File: config.mk
export PLATFORM = sky130hd
export DESIGN_NAME = arm_pipeline_core
export DESIGN_NICKNAME = d
export VERILOG_FILES = /design/src/rtl/arm_pipeline_core.sv
export SDC_FILE = /design/constraint.sdc
export NUM_CORES = 1
export LEC_CHECK = 0
export CAP_MARGIN = 20
export CORE_ASPECT_RATIO = 1.2
export CORE_MARGIN = 5
export CORE_UTILIZATION = 60
export CTS_CLUSTER_DIAMETER = 120
export DETAILED_ROUTE_END_ITERATION = 8
export GPL_TIMING_DRIVEN = 0
export PLACE_DENSITY = 0.95
export SYNTH_ARGS = -nofsm -noshare
export SYNTH_HDL_FRONTEND = slang
export SYNTH_SLANG_ARGS = --single-unit
File: constraint.sdc
create_clock -name clk -period 3.1 [get_ports clk]
set_input_delay 0.775 -clock clk [delete_from_list [all_inputs] [get_ports clk]]
set_output_delay 0.775 -clock clk [all_outputs]
set_load 0.01 [all_outputs]
File: src/rtl/arm_pipeline_core.sv
// Five-stage skeleton pipeline (IF, ID, EXE, MEM, WB) that carries fetch PC and instruction word to WB.
// Optional ARM_FREEZE_EN adds a freeze input that stalls PC and IF/ID and injects bubbles into ID/EXE.
module arm_pipeline_core #(
    parameter int          IMEM_DEPTH = 16,
    parameter logic [31:0] PC_RESET   = 32'h0000_0000
) (
    input  logic        clk,
    input  logic        rst,
`ifdef ARM_FREEZE_EN
    input  logic        freeze,
`endif
    output logic [31:0] wb_pc,
    output logic [31:0] wb_instruction,
    output logic        wb_valid
);

    typedef struct packed {
        logic        valid;
        logic [31:0] pc;
        logic [31:0] instr;
    } stage_t;

    localparam logic [31:0] DEPTH_W  = IMEM_DEPTH;
    localparam logic [31:0] ROM_BASE = 32'hE3A0_0000;

    logic [31:0] pc;
    logic [31:0] rom_index;
    logic [31:0] fetch_word;
    logic        hold;
    stage_t      if_id;
    stage_t      id_exe;
    stage_t      exe_mem;
    stage_t      mem_wb;

`ifdef ARM_FREEZE_EN
    assign hold = freeze;
`else
    assign hold = 1'b0;
`endif

    // ROM contents are generated from the word index; addresses past the ROM fetch zero
    assign rom_index = {2'b00, pc[31:2]};

    always_comb begin
        fetch_word = 32'h0000_0000;
        if (rom_index < DEPTH_W) begin
            fetch_word = ROM_BASE | rom_index;
        end
    end

    always_ff @(posedge clk or negedge rst) begin
        if (!rst) begin
            pc      <= PC_RESET;
            if_id   <= '0;
            id_exe  <= '0;
            exe_mem <= '0;
            mem_wb  <= '0;
        end else begin
            if (!hold) begin
                pc     <= pc + 32'd4;
                if_id  <= {1'b1, pc, fetch_word};
                id_exe <= if_id;
            end else begin
                id_exe <= '0;
            end
            exe_mem <= id_exe;
            mem_wb  <= exe_mem;
        end
    end

    assign wb_pc          = mem_wb.pc;
    assign wb_instruction = mem_wb.instr;
    assign wb_valid       = mem_wb.valid;

endmodule

==> results.sh, run 1 <==
export IMPL_layout_nets=492
export IMPL_ant_nets=0
export IMPL_critical_path_class="reg -> out"
export IMPL_dpl_instance_area_sq_um=8280
export IMPL_netlist_instances=376
export IMPL_numCtsBuffers=23
export IMPL_dp_hpwl_um=8610
export IMPL_ctsHtreeMaxLevel=1
export IMPL_worst_setup_path_end_kind="primary output"
export IMPL_clock_fmax_mhz=408
export IMPL_hold_viol=0
export IMPL_die_width_um=111
export IMPL_p_leak_nw=4.45
export IMPL_track_usage=0.243
export IMPL_viasPerCell=5.21
export IMPL_clk_pin_slew_ns=0.07
export IMPL_cp_top_family="buffers and inverters"
export IMPL_cts_sinks=258
export IMPL_hold_class="in -> async"
export IMPL_cts_hold_buf=0
export IMPL_r2r_slack_ns=1.12
export IMPL_crit_chain="buf_4, clkdlybuf4s50_1"
export IMPL_rows=44
export IMPL_setup_ws_ns=0.651
export IMPL_status="finished, final reports clean"
export IMPL_required_ns=2.32
export IMPL_fin_area_sq_um=9110
export IMPL_finalMaxSlewViolations=0
export IMPL_grt_max_degree=103
export IMPL_grt_antenna_before_repair=0
export IMPL_io_buffers=64
export IMPL_layout_commonest_cell="dfrtp_1"
export IMPL_antenna_cells=0
export IMPL_wl_per_cell_um=24.6
export IMPL_maxCapViolCount=0
export IMPL_cts_resized=0
export IMPL_io_pins=67
export IMPL_drt_initial_drc_count=436
export IMPL_syn_to_final_growth_pct=24.9
export IMPL_worst_slew_pin_slew_ns=0.507
export IMPL_yosysWarnings=0
export IMPL_cts_tree="built"
export IMPL_worst_path_max_fanout=7
export IMPL_yosysSeqAreaShare=0.884
export IMPL_drive_gt1_frac=0.132
export IMPL_syn_area_sq_um=7300
export IMPL_gp_congestion=0.836
export IMPL_power_mw=6.69
export IMPL_synth_cell_type_count=27
export IMPL_cts_root_buf="clkbuf_16"
export IMPL_core_area_sq_um=12000
export IMPL_critPathSlowestCell="clkdlybuf4s50_1"
export IMPL_die_area_sq_um=14500
export IMPL_worstPathArrival_ns=1.67
export IMPL_syn_avg_cell_area_sq_um=19.4
export IMPL_vias=3477
export IMPL_skew_ns=0.0109
export IMPL_dp_cells=625
export IMPL_postCtsSetupBuffers=0
export IMPL_critPathMaxStageDelay_ns=0.55
export IMPL_crit_buf_inv=2
export IMPL_clk_latency_ns=0.51
export IMPL_setup_viol=0
export IMPL_final_cells=667
export IMPL_min_period_ns=2.45
export IMPL_drt_wl_total_um=16400
export IMPL_period_share=0.790
export IMPL_critPathLaunchType="flop"
export IMPL_drc_errors=0
export IMPL_slew_headroom=0.662
export IMPL_grt_pass1_wl_um=25900
export IMPL_powerDensity_nw_per_um2=734
export IMPL_most_common_layout_cells="dfrtp_1 (258), clkdlybuf4s50_1 (63), conb_1 (24)"
export IMPL_rsz0062_at_grt="no"
export IMPL_ir_drop_mv=0.422
export IMPL_die_h_um=131
export IMPL_start_util=0.608
export IMPL_ys_seq_elements=258
export IMPL_cts_buffer_depth=3
export IMPL_first_global_vias=3929
export IMPL_place_ws_ns=1.21
export IMPL_dr_pass1_iters=4
export IMPL_grt_overflow=0
[through the flow]
stage	hold slack, ns	setup TNS [ns]	utilization
finish	0.205	0	0.759
global route	0.235	0	0.759
CTS	0.223	0	0.759
detailed placement	0.335	0	0.690
global placement	0.331	-2085.55	0.685
floorplan	0.331	0	-
[worst paths after layout]
| path | start | to | cells past startpoint |
|---|---|---|---|
| setup / recovery | wb_instruction[30] | wb_instruction[29] | 2 |
| max in group asynchronous | rst | id_exe[54] | 2 |
| hold / removal | rst | wb_instruction[11] | 1 |
| hold reg to reg | exe_mem[7] | wb_instruction[7] | 0 |
| min in group clk | exe_mem[7] | wb_instruction[7] | 0 |
| setup reg to reg | pc[5] | pc[14] | 6 |
[layer usage]
| layer | vias to the layer above | wire (um) | GRT usage |
|---|---|---|---|
| li1 | 1409 | - | - |
| met1 | 1868 | 6290 | 0.314 |
| met2 | 164 | 8720 | 0.431 |
| met3 | 36 | 972 | 0.0479 |
| met4 | 0 | 420 | 0.0645 |
| met5 | - | 0 | 0 |
[sequential cells by signal, summed over array words and instances, names as in the netlist]
| register | count |
|---|---|
| if_id | 57 |
| wb_pc | 30 |
| wb_valid | 1 |
| exe_mem | 57 |
| pc | 30 |
| id_exe | 57 |
| wb_instruction | 26 |
[where the power goes]
group / internal, mW / leakage [nW] / switching (mW) / total (mW)
combinational: 0.0348 / 0.729 / 0.0839 / 0.119
sequential: 3.42 / 3.31 / 0.0282 / 3.45
clock: 1.85 / 0.407 / 1.27 / 3.12
[Yosys cell counts]
library cell	instances	area, sq um
and2_1	4	25.0
and3_1	1	6.26
and4_1	3	26.3
buf_2	1	5.00
buf_4	8	60.1
buf_6	2	22.5
clkbuf_1	2	7.51
conb_1	2	7.51
dfrtp_1	258	6460
ha_1	1	12.5
inv_1	7	26.3
nand2_1	11	41.3
nand3_1	9	45.0
nand3_2	1	10.0
nand4_1	4	25.0
nand4_2	1	12.5
nand4_4	1	21.3
nor2_1	7	26.3
nor3_1	5	25.0
nor3_2	7	70.1
nor4_1	8	50.1
nor4_2	1	12.5
nor4_4	2	42.5
or3_1	1	6.26
or4_4	1	11.3
xnor2_1	11	96.3
xor2_1	17	149
[cell families after synthesis]
family | synth area share
flip-flops | 0.884
other | 0.00103
adder cells (fa/ha/maj) | 0.00171
buffers and inverters | 0.0166
XOR/XNOR | 0.0336
AND/OR/NAND/NOR | 0.0626
[worst reg2reg max path, delay by kind of cell (launching register included)]
kind                      cells  cell delay, ns
and+or+nand+nor               3            0.73
DFF                           1            0.49
buffers and inverters         2            0.40
xor gates and xnor gates      1            0.25
[cell type report]
class	count	area, sq um
clock inverter	10	160
tap	161	201
inverter	7	26.3
fill	594	2890
buffer	13	95.1
sequential	258	6460
clock buffer	32	669
multi-input combinational	120	805
timing repair buffer	66	701
Note: power is estimated with default switching activity, not from simulation.
==> run 2, diff against run 1 <==
--- a/config.mk
+++ b/config.mk
@@ -8,11 +8,11 @@
 export CAP_MARGIN = 20
 export CORE_ASPECT_RATIO = 1.2
 export CORE_MARGIN = 5
-export CORE_UTILIZATION = 60
+export CORE_UTILIZATION = 55
 export CTS_CLUSTER_DIAMETER = 120
 export DETAILED_ROUTE_END_ITERATION = 8
 export GPL_TIMING_DRIVEN = 0
-export PLACE_DENSITY = 0.95
+export PLACE_DENSITY = 0.89
 export SYNTH_ARGS = -nofsm -noshare
 export SYNTH_HDL_FRONTEND = slang
 export SYNTH_SLANG_ARGS = --single-unit
==> constraint.sdc (replaced) <==
create_clock -name clk -period 2.4 [get_ports clk]
set_input_delay 0.6 -clock clk [delete_from_list [all_inputs] [get_ports clk]]
set_output_delay 0.6 -clock clk [all_outputs]
set_load 0.01 [all_outputs]
==> results.sh, run 2 (synthesized netlist as in run 1, its figures left out) <==
export IMPL_hold_class="in -> async"
export IMPL_critPathSlowestCell="clkdlybuf4s50_1"
export IMPL_vias=3347
export IMPL_numCtsBuffers=22
export IMPL_track_usage=0.194
export IMPL_worst_path_max_fanout=7
export IMPL_die_area_sq_um=15700
export IMPL_grt_max_degree=132
export IMPL_rsz0062_at_grt="no"
export IMPL_io_pins=67
export IMPL_crit_chain="buf_4, clkdlybuf4s50_1"
export IMPL_critical_path_class="reg -> out"
export IMPL_layout_nets=490
export IMPL_gp_congestion=0.756
export IMPL_rows=46
export IMPL_viasPerCell=5.00
export IMPL_reg_largest_list="exe_mem x57, id_exe x57, if_id x57"
export IMPL_grt_pass1_wl_um=22600
export IMPL_critPathLaunchType="flop"
export IMPL_crit_path_start="wb_instruction[30]"
export IMPL_dpl_instance_area_sq_um=8270
export IMPL_clock_fmax_mhz=442
export IMPL_worstPathArrival_ns=1.66
export IMPL_power_mw=8.04
export IMPL_critPathMaxStageDelay_ns=0.56
export IMPL_ctsHtreeMaxLevel=1
export IMPL_nFillCells=762
export IMPL_layout_commonest_cell="dfrtp_1"
export IMPL_io_buffers=64
export IMPL_core_area_sq_um=13100
export IMPL_drt_initial_drc_count=425
export IMPL_drive_gt1_frac=0.122
export IMPL_finalMaxSlewViolations=0
export IMPL_setup_viol=0
export IMPL_cts_tree="built"
export IMPL_first_global_vias=3818
export IMPL_cts_root_buf="clkbuf_16"
export IMPL_maxCapViolCount=0
export IMPL_status="finished, final reports clean"
export IMPL_ant_nets=0
export IMPL_postCtsSetupBuffers=0
export IMPL_skew_ns=0.00904
export IMPL_cts_hold_buf=0
export IMPL_antenna_cells=0
export IMPL_cts_sinks=258
export IMPL_syn_to_final_growth_pct=22.8
export IMPL_ir_drop_mv=0.695
export IMPL_clk_pin_slew_ns=0.06
export IMPL_timing_rr_start="pc[17]"
export IMPL_powerDensity_nw_per_um2=897
export IMPL_dr_pass1_iters=4
export IMPL_hold_slack_ns=0.197
export IMPL_drt_wl_total_um=14300
export IMPL_start_util=0.556
export IMPL_grt_antenna_before_repair=0
export IMPL_slew_headroom=0.387
export IMPL_min_period_ns=2.26
export IMPL_wl_per_cell_um=21.3
export IMPL_hold_viol=0
export IMPL_die_width_um=115
export IMPL_fin_area_sq_um=8970
export IMPL_clk_latency_ns=0.49
export IMPL_period_share=0.942
export IMPL_worst_slew_pin_slew_ns=0.920
export IMPL_cts_buffer_depth=3
export IMPL_worst_setup_path_end_kind="primary output"
export IMPL_p_leak_nw=4.38
export IMPL_dp_hpwl_um=7330
export IMPL_grt_overflow=0
export IMPL_die_h_um=136
export IMPL_required_ns=1.80
export IMPL_cts_resized=0
export IMPL_drc_errors=0
export IMPL_most_common_layout_cells="dfrtp_1 (258), clkdlybuf4s50_1 (63), conb_1 (24)"
run 2: per-layer routing:
layer | global-route usage | wire length, um | vias to the layer above
li1 | - | - | 1399
met1 | 0.227 | 5180 | 1783
met2 | 0.352 | 7850 | 128
met3 | 0.0316 | 691 | 37
met4 | 0.0841 | 529 | 0
met5 | 0 | 0 | -
run 2: metrics by stage:
step                      cells  setup WS (ns)   util   TNS, ns
after global routing        670         0.0612  0.683         0
after floorplan             398          0.846      -         0
after detailed placement    631          0.537  0.630         0
after CTS                   670          0.113  0.683         0
after global placement      630          -8.69  0.627  -2236.44
final                       670          0.140  0.683         0
run 2: worst paths after layout:
kind / end / depth (start not counted) / slack (ns)
setup reg to reg: pc[28] / 5 / 0.46
min in group clk: id_exe[2] / 0 / 0.34
hold reg to reg: id_exe[2] / 0 / 0.34
max in group asynchronous: if_id[56] / 2 / 1.10
setup / recovery: wb_instruction[23] / 2 / 0.14
hold / removal: wb_instruction[19] / 1 / 0.20
run 2: power by group:
part	internal [mW]	switching, mW
Clock	1.96	1.49
Sequential	4.42	0.0280
Combinational	0.0404	0.104
run 2: final cells by class:
cell class,count,area [sq um],share of cell area
clock inverters,8,65.1,0.00726
flip-flops and latches,258,6460,0.720
repair buffers,65,673,0.0751
multi-input cells,120,805,0.0897
inverters,7,26.3,0.00293
well taps,168,210,0.0234
clock buffers,31,636,0.0709
plain buffers,13,95.1,0.0106
run 2: worst max-delay path, delay by kind of cell (launching register included):
family | cells | cell delay (ns)
buffers and inverters | 2 | 0.72
flip-flops | 1 | 0.46
==> run 3, diff against run 2 <==
--- a/config.mk
+++ b/config.mk
@@ -11,6 +11,7 @@
 export CORE_UTILIZATION = 55
 export CTS_CLUSTER_DIAMETER = 120
 export DETAILED_ROUTE_END_ITERATION = 8
+export GPL_ROUTABILITY_DRIVEN = 0
 export GPL_TIMING_DRIVEN = 0
 export PLACE_DENSITY = 0.89
 export SYNTH_ARGS = -nofsm -noshare
==> results of run 3 <==
The final DEF is identical to that of run 2; final timing and power are the same.
